--- config.mk ---
export PLATFORM = sky130hd
export DESIGN_NAME = round_robin_arbiter_9
export DESIGN_NICKNAME = d
export VERILOG_FILES = /design/src/rtl/round_robin_arbiter_9.sv
export SDC_FILE = /design/constraint.sdc
export NUM_CORES = 1
export LEC_CHECK = 0
export CAP_MARGIN = 20
export CORE_ASPECT_RATIO = 1.25
export CORE_UTILIZATION = 50
export DETAILED_ROUTE_END_ITERATION = 16
export GPL_ROUTABILITY_DRIVEN = 1
export GPL_TIMING_DRIVEN = 0
export HOLD_SLACK_MARGIN = 0.05
export PLACE_DENSITY = 0.71
export SETUP_SLACK_MARGIN = 0.3
export SLEW_MARGIN = 20
export SYNTH_ARGS = -nofsm -noshare
export SYNTH_HDL_FRONTEND = slang
export SYNTH_SLANG_ARGS = --single-unit
--- constraint.sdc ---
create_clock -name Clock -period 4.7 [get_ports Clock]
set_clock_uncertainty 0.2 [all_clocks]
set_input_delay 0.94 -clock Clock [delete_from_list [all_inputs] [get_ports Clock]]
set_output_delay 0.94 -clock Clock [all_outputs]
set_load 0.01 [all_outputs]
--- src/rtl/round_robin_arbiter_9.sv ---
// 9-way round-robin arbiter, registered one-hot grant held until release.
// Optional ARB_TIMEOUT_EN: forced revoke after MaxHold grant cycles.
module round_robin_arbiter_9 #(
  parameter logic [8:0] ReqInvertMask = 9'h000,
  parameter int         MaxHold       = 16
) (
  input  logic       Clock,
  input  logic       Reset,
  input  logic       Tick,
  input  logic [8:0] Request,
  input  logic       Release,
  output logic [8:0] Grant,
  output logic       GrantValid,
  output logic [3:0] GrantIndex,
  output logic       AnyRequest,
  output logic       Timeout
);

  typedef enum logic {
    S_IDLE,
    S_GRANT
  } state_t;

  state_t     state_q, state_d;
  logic [8:0] grant_q, grant_d;
  logic [3:0] gidx_q, gidx_d;
  logic       gvalid_q, gvalid_d;
  logic [3:0] ptr_q, ptr_d;

  logic [8:0] req_e;
  logic       pick_hit;
  logic [3:0] pick_idx;
  logic [4:0] scan_sum;
  logic [3:0] scan_idx;
  logic [3:0] owner_next;
  logic       rel_cond;

  assign req_e      = Request ^ ReqInvertMask;
  assign AnyRequest = |req_e;
  assign rel_cond   = Release | ~req_e[gidx_q];
  assign owner_next = (gidx_q == 4'd8) ? 4'd0 : gidx_q + 4'd1;

`ifdef ARB_TIMEOUT_EN
  localparam int CW = $clog2(MaxHold) + 1;
  logic [CW-1:0] cnt_q, cnt_d;
  logic          to_q, to_d;
  assign Timeout = to_q;
`else
  assign Timeout = 1'b0;
`endif

  // Rotating scan: first effective request at or after the pointer
  always_comb begin
    pick_hit = 1'b0;
    pick_idx = '0;
    scan_sum = '0;
    scan_idx = '0;
    for (int k = 0; k < 9; k++) begin
      scan_sum = {1'b0, ptr_q} + 5'(k);
      scan_idx = (scan_sum >= 5'd9) ? 4'(scan_sum - 5'd9)
                                    : scan_sum[3:0];
      if (!pick_hit && req_e[scan_idx]) begin
        pick_hit = 1'b1;
        pick_idx = scan_idx;
      end
    end
  end

  // Next-state and next-output logic
  always_comb begin
    state_d  = state_q;
    grant_d  = grant_q;
    gidx_d   = gidx_q;
    gvalid_d = gvalid_q;
    ptr_d    = ptr_q;
`ifdef ARB_TIMEOUT_EN
    cnt_d    = cnt_q;
    to_d     = 1'b0;
`endif
    unique case (state_q)
      S_IDLE: begin
        if (pick_hit) begin
          state_d  = S_GRANT;
          grant_d  = 9'b1 << pick_idx;
          gidx_d   = pick_idx;
          gvalid_d = 1'b1;
`ifdef ARB_TIMEOUT_EN
          cnt_d    = '0;
`endif
        end
      end
      S_GRANT: begin
        if (rel_cond) begin
          state_d  = S_IDLE;
          grant_d  = '0;
          gidx_d   = '0;
          gvalid_d = 1'b0;
          ptr_d    = owner_next;
        end
`ifdef ARB_TIMEOUT_EN
        else if (cnt_q == CW'(MaxHold - 1)) begin
          state_d  = S_IDLE;
          grant_d  = '0;
          gidx_d   = '0;
          gvalid_d = 1'b0;
          ptr_d    = owner_next;
          to_d     = 1'b1;
        end else begin
          cnt_d = cnt_q + 1'b1;
        end
`endif
      end
      default: state_d = S_IDLE;
    endcase
  end

  // State register; Tick gates every update, reset overrides Tick
  always_ff @(posedge Clock) begin
    if (Reset) begin
      state_q  <= S_IDLE;
      grant_q  <= '0;
      gidx_q   <= '0;
      gvalid_q <= 1'b0;
      ptr_q    <= '0;
`ifdef ARB_TIMEOUT_EN
      cnt_q    <= '0;
      to_q     <= 1'b0;
`endif
    end else if (Tick) begin
      state_q  <= state_d;
      grant_q  <= grant_d;
      gidx_q   <= gidx_d;
      gvalid_q <= gvalid_d;
      ptr_q    <= ptr_d;
`ifdef ARB_TIMEOUT_EN
      cnt_q    <= cnt_d;
      to_q     <= to_d;
`endif
    end
  end

  assign Grant      = grant_q;
  assign GrantValid = gvalid_q;
  assign GrantIndex = gidx_q;

endmodule

==> impl_metrics.tcl, run 1 <==
set metrics [dict create \
    post-route-util 0.6777 \
    cts_tree "built" \
    critical_path_class "reg2reg" \
    antenna_found_initial 0 \
    setup_viol 0 \
    clock_path_buffers 2 \
    gr-total-overflow 0 \
    cts_sinks 19 \
    grt_max_degree 14 \
    io_pins 29 \
    antennaDiodeCount 0 \
    outcome "completed" \
    cp_slowest_cell "dfxtp_4" \
    clk_pin_slew_worst_paths_ps 60 \
    drv_slew 0 \
    synthCells 712 \
    netlist_area_mm2 0.005130 \
    synth_common_cells "65 x nand2_1, 54 x nor2_1, 41 x a21oi_1" \
    dp_hpwl_um 16820 \
    cap_violations 0 \
    fillers 878 \
    endpoint_kind "flop" \
    nets 847 \
    path_cells "buf_8 > clkinvlp_4 > ha_4 > buf_8 > nand2b_4 > a21boi_4 > buf_6 > o31a_1 > o22ai_2 > o211a_1 > a211o_4 > buf_6 > nor4_4 > buf_4 > nand2_4 > o32ai_4 > o2111ai_2 > o31ai_1" \
    min_path_type "reg2reg" \
    fp.dieH_um 115.2 \
    critPathLaunchType "flop" \
    dieArea_mm2 0.01067 \
    finalWorstSetupSlack_ps 269.9 \
    whs_ps 271.1 \
    place_ws_ps -876.8 \
    power_leakage_nw 2.764 \
    relSlewSlack 0.4712 \
    drt_iter0_markers 917 \
    final.min_clock_period_ps 4430 \
    grt_pass1_vias 6144 \
    synth_flop_cell "dfxtp_1" \
    rsz0062_at_grt "true" \
    wl_um 24300 \
    gp_congestion 1.059 \
    avgRoutedWirePerCell_um 25.90 \
    cts_hold_buf 0 \
    synth_top_area_share 0.07415 \
    hold_viol 0 \
    core.rowCount 41 \
    fmaxAchievable_mhz 225.7 \
    yosysMostFrequentCell "nand2_1" \
    drive_gt1_frac 0.3066 \
    drc 0 \
    avgViaCountPerCell 7.302 \
    grt_pass1_wl_um 34970 \
    yosys-top-cells-area "dfxtp_1 7.4%, ha_1 5.9%, mux2i_1 4.9%" \
    drtAntennaViolNets 0 \
    netlist-cell-type-count 103 \
    ir_drop_mv 0.1075 \
    htreeDepth 1 \
    setup_tns_ps 0 \
    core_mm2 0.01005 \
    fin_crit_sh 0.9426 \
    synth_edf_count 0 \
    syn_avg_cell_area_um2 7.205 \
    synth-seq-cells 19 \
    async_reset_ff_frac 0 \
    power_w 0.001088 \
    track_usage 0.4319 \
    die_w_um 92.60 \
    crit_arrival_ps 4390 \
    cts_root_buffer "clkbuf_16" \
    cp.required_ps 4660 \
    synthesis.nets 749 \
    port_buffers 26 \
    cp_max_fo 8 \
    synth_top_area_cell "dfxtp_1" \
    worst_pin_slew_ps 793.3 \
    vias 6849 \
    initial_utilization 0.5102 \
    pwr_density_cell_mw_per_mm2 159.7 \
    drt-pass1-iter-count 7 \
    area_growth_pct 32.83 \
    yosysSeqAreaShare 0.07415 \
    cts_made_buffers 3 \
    yosys_warnings 0 \
    max_stage_delay_ps 380 \
    clk_latency_ps 250 \
]
## final cells by class
class	count	area (um^2)	share of cell area
sequential	19	392.9	0.05766
inverter	22	106.4	0.01561
multi-input combinational	616	4801	0.7046
clock inverter	1	5.005	0.0007345
buffer	55	455.4	0.06684
clock buffer	3	75.07	0.01102
timing repair buffer	93	817.0	0.1199
tap	129	161.4	0.02369
## placed cells by master (no fill, tap or decap), types with 15 or more instances in the layout
| cell | instances |
|---|---|
| buf_4 | 71 |
| nand2_1 | 61 |
| nor2_1 | 53 |
| o21ai_0 | 36 |
| a21oi_1 | 34 |
| clkdlybuf4s50_1 | 26 |
| nand3_1 | 25 |
| mux2i_1 | 22 |
| nor3_1 | 19 |
| ha_1 | 18 |
| inv_1 | 16 |
| dfxtp_1 | 15 |
## where the power goes
part	internal [W]	switching, W
combinational	0.000316	0.000419
sequential	0.000169	0.00000845
clock	0.000114	0.0000624
total	0.000599	0.000489
## sequential cells by signal (all words and copies together), names as in the netlist
register and flops:
Grant 9, GrantIndex 4, GrantValid 1, ptr_q 4
state_q 1
## routing by layer
metal  share of wire  vias to the layer above  global-route usage
met5               0                        -                   0
met4           0.086                        0              0.3094
met3            0.11                      170             0.07540
met2            0.44                      573              0.7057
met1            0.36                     3173              0.5098
li1                -                     2933                   -
## worst max-delay path, delay by kind of cell, from the launching register on
family | cells | cell delay [ps]
adders and majority gates | 1 | 310
buffers and inverters | 6 | 920
and+or+nand+nor | 3 | 530
AOI/OAI and AO/OA | 8 | 2000
DFF | 1 | 380
## metrics by stage
stage               cell area [um^2]  instances
CTS                             6286        903
global placement                5572        867
floorplan                       5150        712
finish                          6814        938
global route                    6814        938
detailed placement              5572        867
## final timing paths
check                   startpoint                    end  slack [ps]  depth (start not counted)
min          Grant[7]$_SDFFE_PP0P_  Grant[7]$_SDFFE_PP0P_         270                          2
max reg2reg  ptr_q[2]$_SDFFE_PP0P_  Grant[0]$_SDFFE_PP0P_         270                         18
min reg2reg  Grant[7]$_SDFFE_PP0P_  Grant[7]$_SDFFE_PP0P_         270                          2
max          ptr_q[2]$_SDFFE_PP0P_  Grant[0]$_SDFFE_PP0P_         270                         18
## cells by family (layout without fill, tap and decap cells)
family | Yosys count | count (layout) | share of synthesized area
muxes | 39 | 39 | 0.09268
and+or+nand+nor | 276 | 276 | 0.2859
buffers and inverters | 77 | 174 | 0.07463
other | 1 | 1 | 0.0007310
xor gates and xnor gates | 21 | 21 | 0.04391
DFF | 19 | 19 | 0.07415
AOI/OAI and AO/OA | 255 | 255 | 0.3695
adders and majority gates | 24 | 24 | 0.05854
## repair_timing
item | CTS | global route
setup buffers | 32 | 34
pin swaps | 14 | 31
endpoints found under the hold margin | 0 | 0
cloned | 0 | 1
endpoints found under the setup margin | 15 | 13
gates resized for setup | 100 | 68
Note: power is estimated with default switching activity, not from simulation.
==> run 2: changes to the inputs <==
--- a/config.mk
+++ b/config.mk
@@ -14,6 +14,7 @@
 export HOLD_SLACK_MARGIN = 0.05
 export PLACE_DENSITY = 0.71
 export SETUP_SLACK_MARGIN = 0.3
+export SKIP_LAST_GASP = 1
 export SLEW_MARGIN = 20
 export SYNTH_ARGS = -nofsm -noshare
 export SYNTH_HDL_FRONTEND = slang
==> results of run 2 <==
The final DEF is identical to that of run 1; final timing and power are the same.
==> run 3: changes to the inputs <==
--- a/config.mk
+++ b/config.mk
@@ -19,3 +19,4 @@
 export SYNTH_ARGS = -nofsm -noshare
 export SYNTH_HDL_FRONTEND = slang
 export SYNTH_SLANG_ARGS = --single-unit
+export TNS_END_PERCENT = 30
==> run 3 against run 2 <==
Against the previous run: sequential power hardly changed; highest routed layer unchanged; non-clock buffer count shrank 2; setup slack got worse by 61 ps; count of clock-buffer cells in the layout did not move; routed wire length decreased by 1.1%; sequential cell count stayed put; cell count is 0.21% lower; critical path depth shrank 5; maximum frequency down 1.4%; sequential share of layout area about the same; combinational power decreased by 1%; largest power group unchanged; utilization shrank 0.36 points.
==> impl_metrics.tcl, run 3 (synthesis gave the netlist of run 1 again) <==
set metrics [dict create \
    grt_pass1_wl_um 34970 \
    avgRoutedWirePerCell_um 25.68 \
    drt_iter0_markers 809 \
    fin_area_mm2 0.006778 \
    r2r-end "Grant[3]$_SDFFE_PP0P_" \
    critPathLaunchType "input pin" \
    cts_tree "built" \
    cts_root_buffer "clkbuf_16" \
    avgViaCountPerCell 7.354 \
    fp.dieH_um 115.2 \
    hold_viol 0 \
    core_mm2 0.01005 \
    power_leakage_nw 2.746 \
    rsz0062_at_grt "true" \
    setup_viol 0 \
    r2r_cells 17 \
    crit_cells 13 \
    area_growth_pct 32.12 \
    placed_cells 867 \
    initial_utilization 0.5102 \
    dp_hpwl_um 16820 \
    clk_pin_slew_worst_paths_ps 60 \
    io_pins 29 \
    crit_path_end "Grant[0]$_SDFFE_PP0P_" \
    final_cell_mix "71 x buf_4, 61 x nand2_1, 53 x nor2_1" \
    crit_family "compound AO/OA/AOI/OAI gates" \
    post-route-util 0.6741 \
    largest_reg_flops 9 \
    grt_max_degree 14 \
    crit_arrival_ps 4450 \
    nets 845 \
    gr-total-overflow 0 \
    ff2ff_setup_slack_ps 250 \
    drt-pass1-iter-count 8 \
    power_w 0.001077 \
    startpoint "Request[5]" \
    critical_path_class "in2reg" \
    final.min_clock_period_ps 4491 \
    antenna_found_initial 0 \
    track_usage 0.4319 \
    whs_path_depth 1 \
    dieArea_mm2 0.01067 \
    port_buffers 26 \
    r2r_start "ptr_q[1]$_SDFFE_PP0P_" \
    critPathBufInv 3 \
    cts_made_buffers 3 \
    cap_violations 0 \
    clk_latency_ps 250 \
    relSlewSlack 0.4791 \
    fin_crit_sh 0.9556 \
    cts_sinks 19 \
    gp_congestion 1.059 \
    antennaDiodeCount 0 \
    cp_max_fo 10 \
    outcome "completed" \
    clock_path_buffers 2 \
    final_cells 936 \
    vias 6883 \
    drv_slew 0 \
    die_w_um 92.60 \
    htreeDepth 1 \
    worst_pin_slew_ps 781.4 \
    final_common_cell "buf_4" \
    min_path_type "reg2reg" \
    drive_gt1_frac 0.3048 \
    grt_pass1_vias 6144 \
    core.rowCount 41 \
    whs_ps 272.0 \
    pwr_density_cell_mw_per_mm2 158.9 \
    max_stage_delay_ps 590 \
    path_cells "clkdlybuf4s50_1 > clkbuf_2 > mux2i_1 > o211a_1 > o21ai_0 > nor4b_2 > a31o_4 > buf_4 > nor4_1 > nor4_2 > a22o_1 > o2111ai_2 > o31ai_1" \
    drtAntennaViolNets 0 \
    cp_slowest_cell "clkdlybuf4s50_1" \
    place_area_mm2 0.005572 \
    cp.required_ps 4660 \
    fmaxAchievable_mhz 222.7 \
    drc 0 \
    wl_um 24040 \
    ir_drop_mv 0.1053 \
    endpoint_kind "flop" \
]
==> run 3: cell count changes in the layout (fill, tap and decap cells not counted), sizes merged <==
cell | previous run | this run
buf | 103 | 101
==> run 3: repair_timing <==
| item | in CTS | in global routing |
|---|---|---|
| hold buffers | 0 | 0 |
| resized for setup | 100 | 65 |
| buffers inserted | 32 | 33 |
| pin swaps | 14 | 31 |
| setup endpoints to repair | 15 | 13 |
==> run 3: through the flow <==
| step | setup slack [ps] | setup TNS [ps] |
|---|---|---|
| after CTS | 302.5 | 0 |
| after global placement | -859.2 | -10650 |
| after floorplan | 302.2 | 0 |
| after detailed placement | -876.8 | -11090 |
| final | 208.9 | 0 |
| after global routing | 110.5 | 0 |
==> run 3: final cells by class <==
| class | count | area, um^2 |
|---|---|---|
| multi-input combinational | 616 | 4801 |
| fill | 882 | 3277 |
| timing repair buffer | 91 | 780.7 |
| buffer | 55 | 455.4 |
| sequential | 19 | 392.9 |
| tap | 129 | 161.4 |
| inverter | 22 | 106.4 |
| clock buffer | 3 | 75.07 |
| clock inverter | 1 | 5.005 |
==> run 3: worst min-delay path by stage <==
stage                               start                    end  slack [ps]
floorplan            state_q$_SDFFE_PP0P_   state_q$_SDFFE_PP0P_         260
global placement    Grant[3]$_SDFFE_PP0P_  Grant[3]$_SDFFE_PP0P_         240
detailed placement  Grant[3]$_SDFFE_PP0P_  Grant[3]$_SDFFE_PP0P_         250
CTS                 Grant[0]$_SDFFE_PP0P_  Grant[0]$_SDFFE_PP0P_         260
global route        Grant[7]$_SDFFE_PP0P_  Grant[7]$_SDFFE_PP0P_         290
finish              Grant[4]$_SDFFE_PP0P_  Grant[4]$_SDFFE_PP0P_         270
==> run 3: per-layer routing <==
metal,up-vias,wire [um],track usage
met5,-,0,0
met4,0,2072,0.3094
met3,164,2748,0.07540
met2,588,10630,0.7057
met1,3188,8586,0.5098
li1,2943,-,-
==> run 3: power by group <==
group	total, W	internal, W	switching, W
logic	0.000723	0.000310	0.000414
registers	0.000178	0.000169	0.00000858
clock network	0.000176	0.000114	0.0000618
